`src/rtl/i2c_target_regs.sv`:
```
`timescale 1ns/1ps
// I2C target with a byte-addressed register file, a host preload/readback port
// and a one-cycle strobe for every byte committed by a bus write.
//
// state       | meaning
// IDLE        | bus ignored until START
// ADDR        | shifting 7-bit address + R/W
// ADDR_ACK    | driving ACK for a matching address
// PTR         | shifting register pointer byte
// PTR_ACK     | driving ACK for the pointer byte
// WDATA       | shifting a write data byte
// WDATA_ACK   | driving ACK; byte commits on its closing SCL fall
// RDATA       | driving register[ptr] MSB first
// RACK        | SDA released, sampling initiator ACK/NACK
// WAIT_STOP   | not addressed or NACKed; wait for STOP or START
module i2c_target_regs #(
    parameter logic [6:0] DEV_ADDR = 7'h38,
    parameter int         NUM_REGS = 16,
    localparam int        AW       = $clog2(NUM_REGS)
) (
    input  logic          clk,
    input  logic          rst,
    input  logic          scl_in,
    input  logic          sda_in,
    output logic          sda_oe,
    input  logic          host_we,
    input  logic [AW-1:0] host_addr,
    input  logic [7:0]    host_wdata,
    output logic [7:0]    host_rdata,
    output logic          wr_strobe,
    output logic [AW-1:0] wr_addr,
    output logic [7:0]    wr_data,
    output logic          busy
);

    typedef enum logic [3:0] {
        S_IDLE, S_ADDR, S_ADDR_ACK, S_PTR, S_PTR_ACK,
        S_WDATA, S_WDATA_ACK, S_RDATA, S_RACK, S_WAIT_STOP
    } state_t;

    logic [1:0]    rst_sync;
    logic          rst_i;
    logic [1:0]    scl_sync, sda_sync;
    logic [2:0]    scl_hist, sda_hist;
    logic          scl_f, sda_f, scl_q, sda_q;
    logic          scl_rise, scl_fall, start_det, stop_det;

    state_t        state, state_d;
    logic [3:0]    bit_cnt, bit_cnt_d;
    logic [7:0]    shift, shift_d, tx, tx_d;
    logic [AW-1:0] ptr, ptr_d, ptr_inc;
    logic          rw, rw_d, oe_d, busy_d, strobe_d;
    logic [AW-1:0] waddr_d;
    logic [7:0]    wdata_d;
    logic [7:0]    mem [NUM_REGS];

    // Assert asynchronously, release on a clock edge.
    always_ff @(posedge clk or negedge rst) begin
        if (!rst) rst_sync <= '0;
        else      rst_sync <= {rst_sync[0], 1'b1};
    end
    assign rst_i = rst_sync[1];

    function automatic logic maj3(input logic [2:0] v);
        return (v[0] & v[1]) | (v[0] & v[2]) | (v[1] & v[2]);
    endfunction

    // Idle bus is high, so the conditioning chain resets high to avoid false edges.
    always_ff @(posedge clk or negedge rst_i) begin
        if (!rst_i) begin
            scl_sync <= '1; sda_sync <= '1;
            scl_hist <= '1; sda_hist <= '1;
            scl_f    <= 1'b1; sda_f <= 1'b1;
            scl_q    <= 1'b1; sda_q <= 1'b1;
        end else begin
            scl_sync <= {scl_sync[0], scl_in};
            sda_sync <= {sda_sync[0], sda_in};
            scl_hist <= {scl_hist[1:0], scl_sync[1]};
            sda_hist <= {sda_hist[1:0], sda_sync[1]};
            scl_f    <= maj3(scl_hist);
            sda_f    <= maj3(sda_hist);
            scl_q    <= scl_f;
            sda_q    <= sda_f;
        end
    end

    assign scl_rise  = scl_f & ~scl_q;
    assign scl_fall  = ~scl_f & scl_q;
    assign start_det = scl_f & scl_q & sda_q & ~sda_f;
    assign stop_det  = scl_f & scl_q & ~sda_q & sda_f;
    assign ptr_inc   = ptr + AW'(1);

    always_ff @(posedge clk or negedge rst_i) begin
        if (!rst_i) begin
            state     <= S_IDLE;
            bit_cnt   <= '0;
            shift     <= '0;
            tx        <= '0;
            ptr       <= '0;
            rw        <= 1'b0;
            sda_oe    <= 1'b0;
            busy      <= 1'b0;
            wr_strobe <= 1'b0;
            wr_addr   <= '0;
            wr_data   <= '0;
        end else begin
            state     <= state_d;
            bit_cnt   <= bit_cnt_d;
            shift     <= shift_d;
            tx        <= tx_d;
            ptr       <= ptr_d;
            rw        <= rw_d;
            sda_oe    <= oe_d;
            busy      <= busy_d;
            wr_strobe <= strobe_d;
            wr_addr   <= waddr_d;
            wr_data   <= wdata_d;
        end
    end

    always_comb begin
        state_d   = state;
        bit_cnt_d = bit_cnt;
        shift_d   = shift;
        tx_d      = tx;
        ptr_d     = ptr;
        rw_d      = rw;
        oe_d      = sda_oe;
        busy_d    = busy;
        strobe_d  = 1'b0;
        waddr_d   = wr_addr;
        wdata_d   = wr_data;
        if (stop_det) begin
            state_d = S_IDLE;
            oe_d    = 1'b0;
        end else if (start_det) begin
            state_d   = S_ADDR;
            bit_cnt_d = '0;
            oe_d      = 1'b0;
        end else if (scl_rise) begin
            if (state inside {S_ADDR, S_PTR, S_WDATA, S_RDATA, S_RACK}) begin
                shift_d   = {shift[6:0], sda_f};
                bit_cnt_d = bit_cnt + 4'd1;
            end
        end else if (scl_fall) begin
            case (state)
                S_ADDR: if (bit_cnt == 4'd8) begin
                    if (shift[7:1] == DEV_ADDR) begin
                        state_d = S_ADDR_ACK;
                        oe_d    = 1'b1;
                        busy_d  = 1'b1;
                        rw_d    = shift[0];
                    end else begin
                        state_d = S_WAIT_STOP;
                        oe_d    = 1'b0;
                    end
                end
                S_ADDR_ACK: begin
                    bit_cnt_d = '0;
                    if (rw) begin
                        state_d = S_RDATA;
                        tx_d    = mem[ptr];
                        oe_d    = ~mem[ptr][7];
                    end else begin
                        state_d = S_PTR;
                        oe_d    = 1'b0;
                    end
                end
                S_PTR: if (bit_cnt == 4'd8) begin
                    ptr_d   = shift[AW-1:0];
                    state_d = S_PTR_ACK;
                    oe_d    = 1'b1;
                end
                S_PTR_ACK: begin
                    state_d   = S_WDATA;
                    bit_cnt_d = '0;
                    oe_d      = 1'b0;
                end
                S_WDATA: if (bit_cnt == 4'd8) begin
                    state_d = S_WDATA_ACK;
                    oe_d    = 1'b1;
                end
                S_WDATA_ACK: begin
                    strobe_d  = 1'b1;
                    waddr_d   = ptr;
                    wdata_d   = shift;
                    ptr_d     = ptr_inc;
                    state_d   = S_WDATA;
                    bit_cnt_d = '0;
                    oe_d      = 1'b0;
                end
                S_RDATA: if (bit_cnt == 4'd8) begin
                    state_d = S_RACK;
                    oe_d    = 1'b0;
                end else begin
                    tx_d = {tx[6:0], tx[7]};
                    oe_d = ~tx[6];
                end
                S_RACK: if (!shift[0]) begin
                    ptr_d     = ptr_inc;
                    tx_d      = mem[ptr_inc];
                    oe_d      = ~mem[ptr_inc][7];
                    bit_cnt_d = '0;
                    state_d   = S_RDATA;
                end else begin
                    state_d = S_WAIT_STOP;
                    oe_d    = 1'b0;
                end
                default: ;
            endcase
        end
        if (state_d == S_IDLE || state_d == S_WAIT_STOP) busy_d = 1'b0;
    end

    // The bus write lands after the host write so it wins on a shared index.
    always_ff @(posedge clk or negedge rst_i) begin
        if (!rst_i) begin
            for (int i = 0; i < NUM_REGS; i++) mem[i] <= '0;
            host_rdata <= '0;
        end else begin
            if (host_we)   mem[host_addr] <= host_wdata;
            if (wr_strobe) mem[wr_addr]   <= wr_data;
            host_rdata <= mem[host_addr];
        end
    end

endmodule

```
`config.mk`:
```
export PLATFORM = sky130hd
export DESIGN_NAME = i2c_target_regs
export DESIGN_NICKNAME = d
export VERILOG_FILES = /design/src/rtl/i2c_target_regs.sv
export SDC_FILE = /design/constraint.sdc
export NUM_CORES = 1
export LEC_CHECK = 0
export BUFFER_PORTS_ARGS = -buffer_cell sky130_fd_sc_hd__buf_4
export CORE_MARGIN = 5
export CORE_UTILIZATION = 50
export CTS_BUF_LIST = sky130_fd_sc_hd__clkbuf_2
export DETAILED_ROUTE_END_ITERATION = 6
export GPL_TIMING_DRIVEN = 0
export PLACE_DENSITY = 0.77
export SYNTH_ARGS = -nofsm -noshare
export SYNTH_HDL_FRONTEND = slang
export SYNTH_SLANG_ARGS = --single-unit
```
`constraint.sdc`:
```
create_clock -name clk -period 8.37 [get_ports clk]
set_input_delay 0.4185 -clock clk [delete_from_list [all_inputs] [get_ports clk]]
set_output_delay 0.4185 -clock clk [all_outputs]
set_load 0.02 [all_outputs]
```
Word-level counts from Yosys, hierarchy flattened --
Index checks and enable logic that the tools add are counted.
Operators by class: equal/unequal tests 23, $add $sub $neg 2, reduce and logical (&&, ||, !) cells 26, bitwise gates (word level) 31, order comparisons 6, multiplexer cells 66
Operators with widths (number):
- $bwmux W128 | 2
- $mux W128 | 2
- $bmux W8 S4 | 3
- $mux W8 | 11
- $mux W4 | 17
- $demux W8 S4 | 2
- $pmux W4 S7 | 1
- $pmux W8 S3 | 1
- $mux W1 | 23
- $reduce_and A7 Y1 | 3
- $ge A5 B5 Y1 const B | 4
- $not A4 Y5 | 4
- $eq A4 B3 Y1 const B | 4
- $reduce_and A5 Y1 | 3
- $and A1 B1 Y1 | 13
- $eq A4 B4 Y1 const B | 3
- $pmux W4 S3 | 1
- $reduce_bool A3 Y1 | 4
- $lt A5 B1 Y1 const B | 2
- $not A1 Y1 | 10
- $add A4 B1 Y4 const B | 2
- $eq A4 B2 Y1 const B | 2
- $ne A2 B1 Y1 const B | 4
- $pmux W4 S2 | 1
- 21 further kinds | 32
Word-level totals: bits of input ports 17, register bits 196, word-level logic and storage cells 191, output and inout bits 23

Logic depth before layout (Yosys ltp) --
depth in word-level cells 12, gate-level depth with buffers 9, mapped depth without buffers 8

Least setup slack after synthesis --
OpenSTA, ideal clock, no wires.
kind reg2reg, start point reg ptr[0], end point reg tx[1], period minus slack after synthesis 2516 ps, arrival 2390 ps, setup time 127 ps, data required time 8243 ps, cell stages (with the launch flop) 10, path buffers 3, path slack 5854 ps, path through dfrtp_1 > ha_1 > buf_2 > buf_2 > buf_2 > mux4_2 > mux2i_1 > nand2_1 > o211ai_1 > a21oi_1
Between the ends: longest elaborated chain between the ends 7, elaborated cells on any way between the ends 12, classes of those cells add/sub: 1; mux: 9; bitwise: 2
RTL lines:
- start, declared | line 51 | logic [AW-1:0] ptr, ptr_d, ptr_inc;
- start signal, assigned | line 111 | ptr <= ptr_d;
- $add A4 B1 Y4 | line 91 | assign ptr_inc = ptr + AW'(1);
- $not A4 Y5 (implied by the code) | line 201 | tx_d = mem[ptr_inc];
- $bmux W8 S4 | line 201
- $mux W8 (implied by the code) (2 in a row) | line 201
- $mux W8 | line 199 | S_RACK: if (!shift[0]) begin
- $pmux W8 S3 (*) | line 146 | case (state)
- end signal, assigned | line 110 | tx <= tx_d;
- end, declared | line 50 | logic [7:0] shift, shift_d, tx, tx_d;
Mark *: on every way between the ends. The rest lies on a longest branch, timed or not. The select of a mux whose other input is x is not followed. A chain may end at the register's enable or synchronous reset.

Worst setup path after layout --
Same ends and word-level chain as after synthesis.

==> summary.md <==
| Metric | Value |
|---|---|
| Status | finished, violations left |
| Violated checks | design-rule violations |
| Die height | 166.8 microns |
| FF+latch count, synth | around 200 |
| RSZ-0062 raised after global routing | false |
| Most frequent cells in the layout | 181 x dfrtp_1, 148 x mux2i_1, 105 x a21oi_1 |
| Max Freq | about 320 MHz |
| Clock slew seen by the registers of the worst setup and hold paths | a little under 0.3 ns |
| Synthesized area | 12290 sq um |
| Yosys Warn Count | 0 |
| Setup TNS | 0 ns |
| Top cell type's share of synthesized area | 0.3705 |
| Final period utilization | 0.3787 |
| Met1 wire length | 14.22 mm |
| Iteration-0 DRC count of the detailed router | 1325 |
| Post-synth ARST share | 1.000 |
| GRT Overall Usage | 0.2581 |
| Max-cap viol count | 0 |
| Ports | 40 |
| Worst-Margin Slew | 1.197 ns |
| Worst Clk Skew | approximately 0.04 ns |
| # rows | 57 |
| Drt wl/cell | 23.64 microns |
| Root buffer cell | clkbuf_2 |
| Post-Syn Instances | 1098 |
| Top cell type by total area after synthesis | dfrtp_1 |
| CTS tree | built |
| Cell variety after synth | 65 |
| Fin. Hold Viols | 0 |
| Most common cell after layout, fill and taps aside | dfrtp_1 |
| Pwr Density | about 280 nW/um^2 |
| Pins Over Slew Limit | 0 |
| DR top layer | met4 |
| Critical Path Fanout Max | 10 |
| Main synth FF type | dfrtp_1 |
| GP Congestion | 0.9804 |
| CP Class | register to register |
| Peak supply drop | 0.1287 mV |
| Pleak | 5.448 nW |
| Met3 Wirelength | 2.990 mm |
| Post-synth net total | 1122 |
| Slew margin rel. | 0.2003 |
| Hold Crit Class | primary input to register |
| Finished Cell Area | 13410 sq um |
| Cell Area, Placed | approximately 13000 sq um |
| Starting density of the core | 0.5069 |
| Final hold slack | around 0.19 ns |
| Final core occ | 0.5532 |
| Number of synthesized flops with an enable pin | 0 |
| Hold Crit Start | host_addr[3] |
| CTS max path bufs | 2 |
| Critical path data arrival time | a little under 4 ns |
| Required time worst endpoint | 9.06 ns |
| DP Wirelength | 27.18 mm |
| First-pass GRT wire length | 55.77 mm |
| Area Growth Syn to Fin | 9.131% |
| Num CTS Buffers | 17 |
| Drc violations | 4 |
| Routed WL | 35.60 mm |
| Critical Path Start Type | register |
| Synthesized area per cell | 11.19 sq um |
| H-tree depth | 4 |
| Top cells by area, synth | dfrtp_1 37%, mux4_2 19%, mux2i_1 12%, a21oi_1 4.3%, mux2_2 3.2% |
| Die W | about 170 microns |
| Via Count | 9840 |
| Vias in the first global route | 9663 |
| Insertion delay to the later sink of the worst-skew pair | ~0.8 ns |
| CTS sink cnt | 196 |
| Share of layout cells above drive strength 1 | 0.2278 |
| Critical Path End Type | register |
| Final setup vio count | 0 |
| Largest net degree at the start of global routing | 63 |
| PnR Total Power | ~0.0037 W |
| Vias/cell | 6.534 |
| Seq/Total Area, Yosys | 0.4004 |
| Met2 WL | 16.70 mm |
| Final worst path period need | 3.170 ns |
| Worst R2R Start | ptr[0] |
| DIE AREA | 27820 sq um |
| Antenna-violating nets left | 0 |
| Layout net count | 1192 |
| IO buf count | 36 |
| Pre-antenna DRT Iters | 7 |
| Core ar. | around 24000 sq um |
| Initial antenna violation count | 1 |
| GRT overflow | 0 |
| CP startpoint | ptr[0] |
-- worst max-delay path, stage by stage (launching register included) --
cell	delay (ns)
dfrtp_1	0.58
ha_1	0.34
buf_2	0.23
buf_2	0.42
buf_2	0.47
mux4_2	0.57
mux2i_1	0.14
nand2_1	0.07
o211ai_1	0.16
a21oi_1	0.09
-- final cells by class --
class,count,area (sq um)
well taps,324,405.4
clock inverters,14,148.9
fillers,2062,10830
clock buffers,18,90.09
plain buffers,95,415.4
repair buffers,51,465.4
flip-flops and latches,196,4926
inverters,10,37.54
diodes,1,2.502
multi-input cells,797,6923
-- cells by family after synthesis --
group	count (synthesis)	synth area share
AOI/OAI and AO/OA	223	0.1036
xor gates and xnor gates	3	0.002138
adders and majority gates	9	0.008754
buffers and inverters	105	0.03685
DFF	196	0.4004
muxes	287	0.3431
other	1	0.0003051
and+or+nand+nor	274	0.1047
-- sequential cells by signal, summed over array words and instances (netlist names), 3 cells and up --
register	flops
bit_cnt	4
host_rdata	8
mem	128
ptr	4
scl_hist	3
sda_hist	3
shift	8
state	4
tx	8
wr_addr	4
wr_data	8
-- stage by stage --
stage / instances / setup slack (ns)
floorplan: 1098 / 2.528
global placement: 1458 / 0.2195
detailed placement: 1461 / 5.261
CTS: 1505 / 5.218
global route: 1506 / 5.042
finish: 1506 / 5.200
-- power breakdown --
part           internal [W]  total, W  switching [W]  leakage [nW]
Sequential          0.00117   0.00140       0.000236          2.23
Clock              0.000143  0.000488       0.000345         0.147
Combinational      0.000938   0.00186       0.000920          3.07
-- repair_timing --
action | in CTS | in global routing
hold buffers | 12 | 0
resized for setup | 0 | 0
setup buffers | 0 | 0
endpoints found under the hold margin | 52 | 0
-- path summary, 6_finish.rpt --
check / endpoint / slack [ns] / cells after the start
min in group asynchronous: mem[17] / 0.35 / 0
max reg2reg: tx[1] / 5.20 / 9
max: tx[1] / 5.20 / 9
max in group asynchronous: scl_sync[1] / 7.28 / 1
min: host_rdata[7] / 0.19 / 3
min reg2reg: mem[17] / 0.35 / 0
-- metal layers --
layer / GRT usage / vias to the layer above
li1: - / 4239
met1: 0.3505 / 4897
met2: 0.4083 / 583
met3: 0.04693 / 121
met4: 0.1170 / 0
met5: 0 / -
-- Yosys cell counts, types with 4 or more instances --
library cell,n
clkbuf_1,65
o21a_1,6
buf_2,16
dfstp_2,14
o21ai_0,69
nand3b_1,7
inv_1,10
a31oi_1,4
nand3_1,17
mux4_2,104
nand2_1,82
mux2_2,35
a21oi_1,105
dfrtp_1,182
ha_1,7
or3_1,4
nor2_2,6
nor3_1,5
nor4_1,5
buf_1,4
buf_4,8
mux2i_1,148
o211ai_1,14
nor2b_1,9
nor3b_1,5
nand2b_1,8
nor2_1,104
Note: power is estimated with default switching activity, not from simulation.
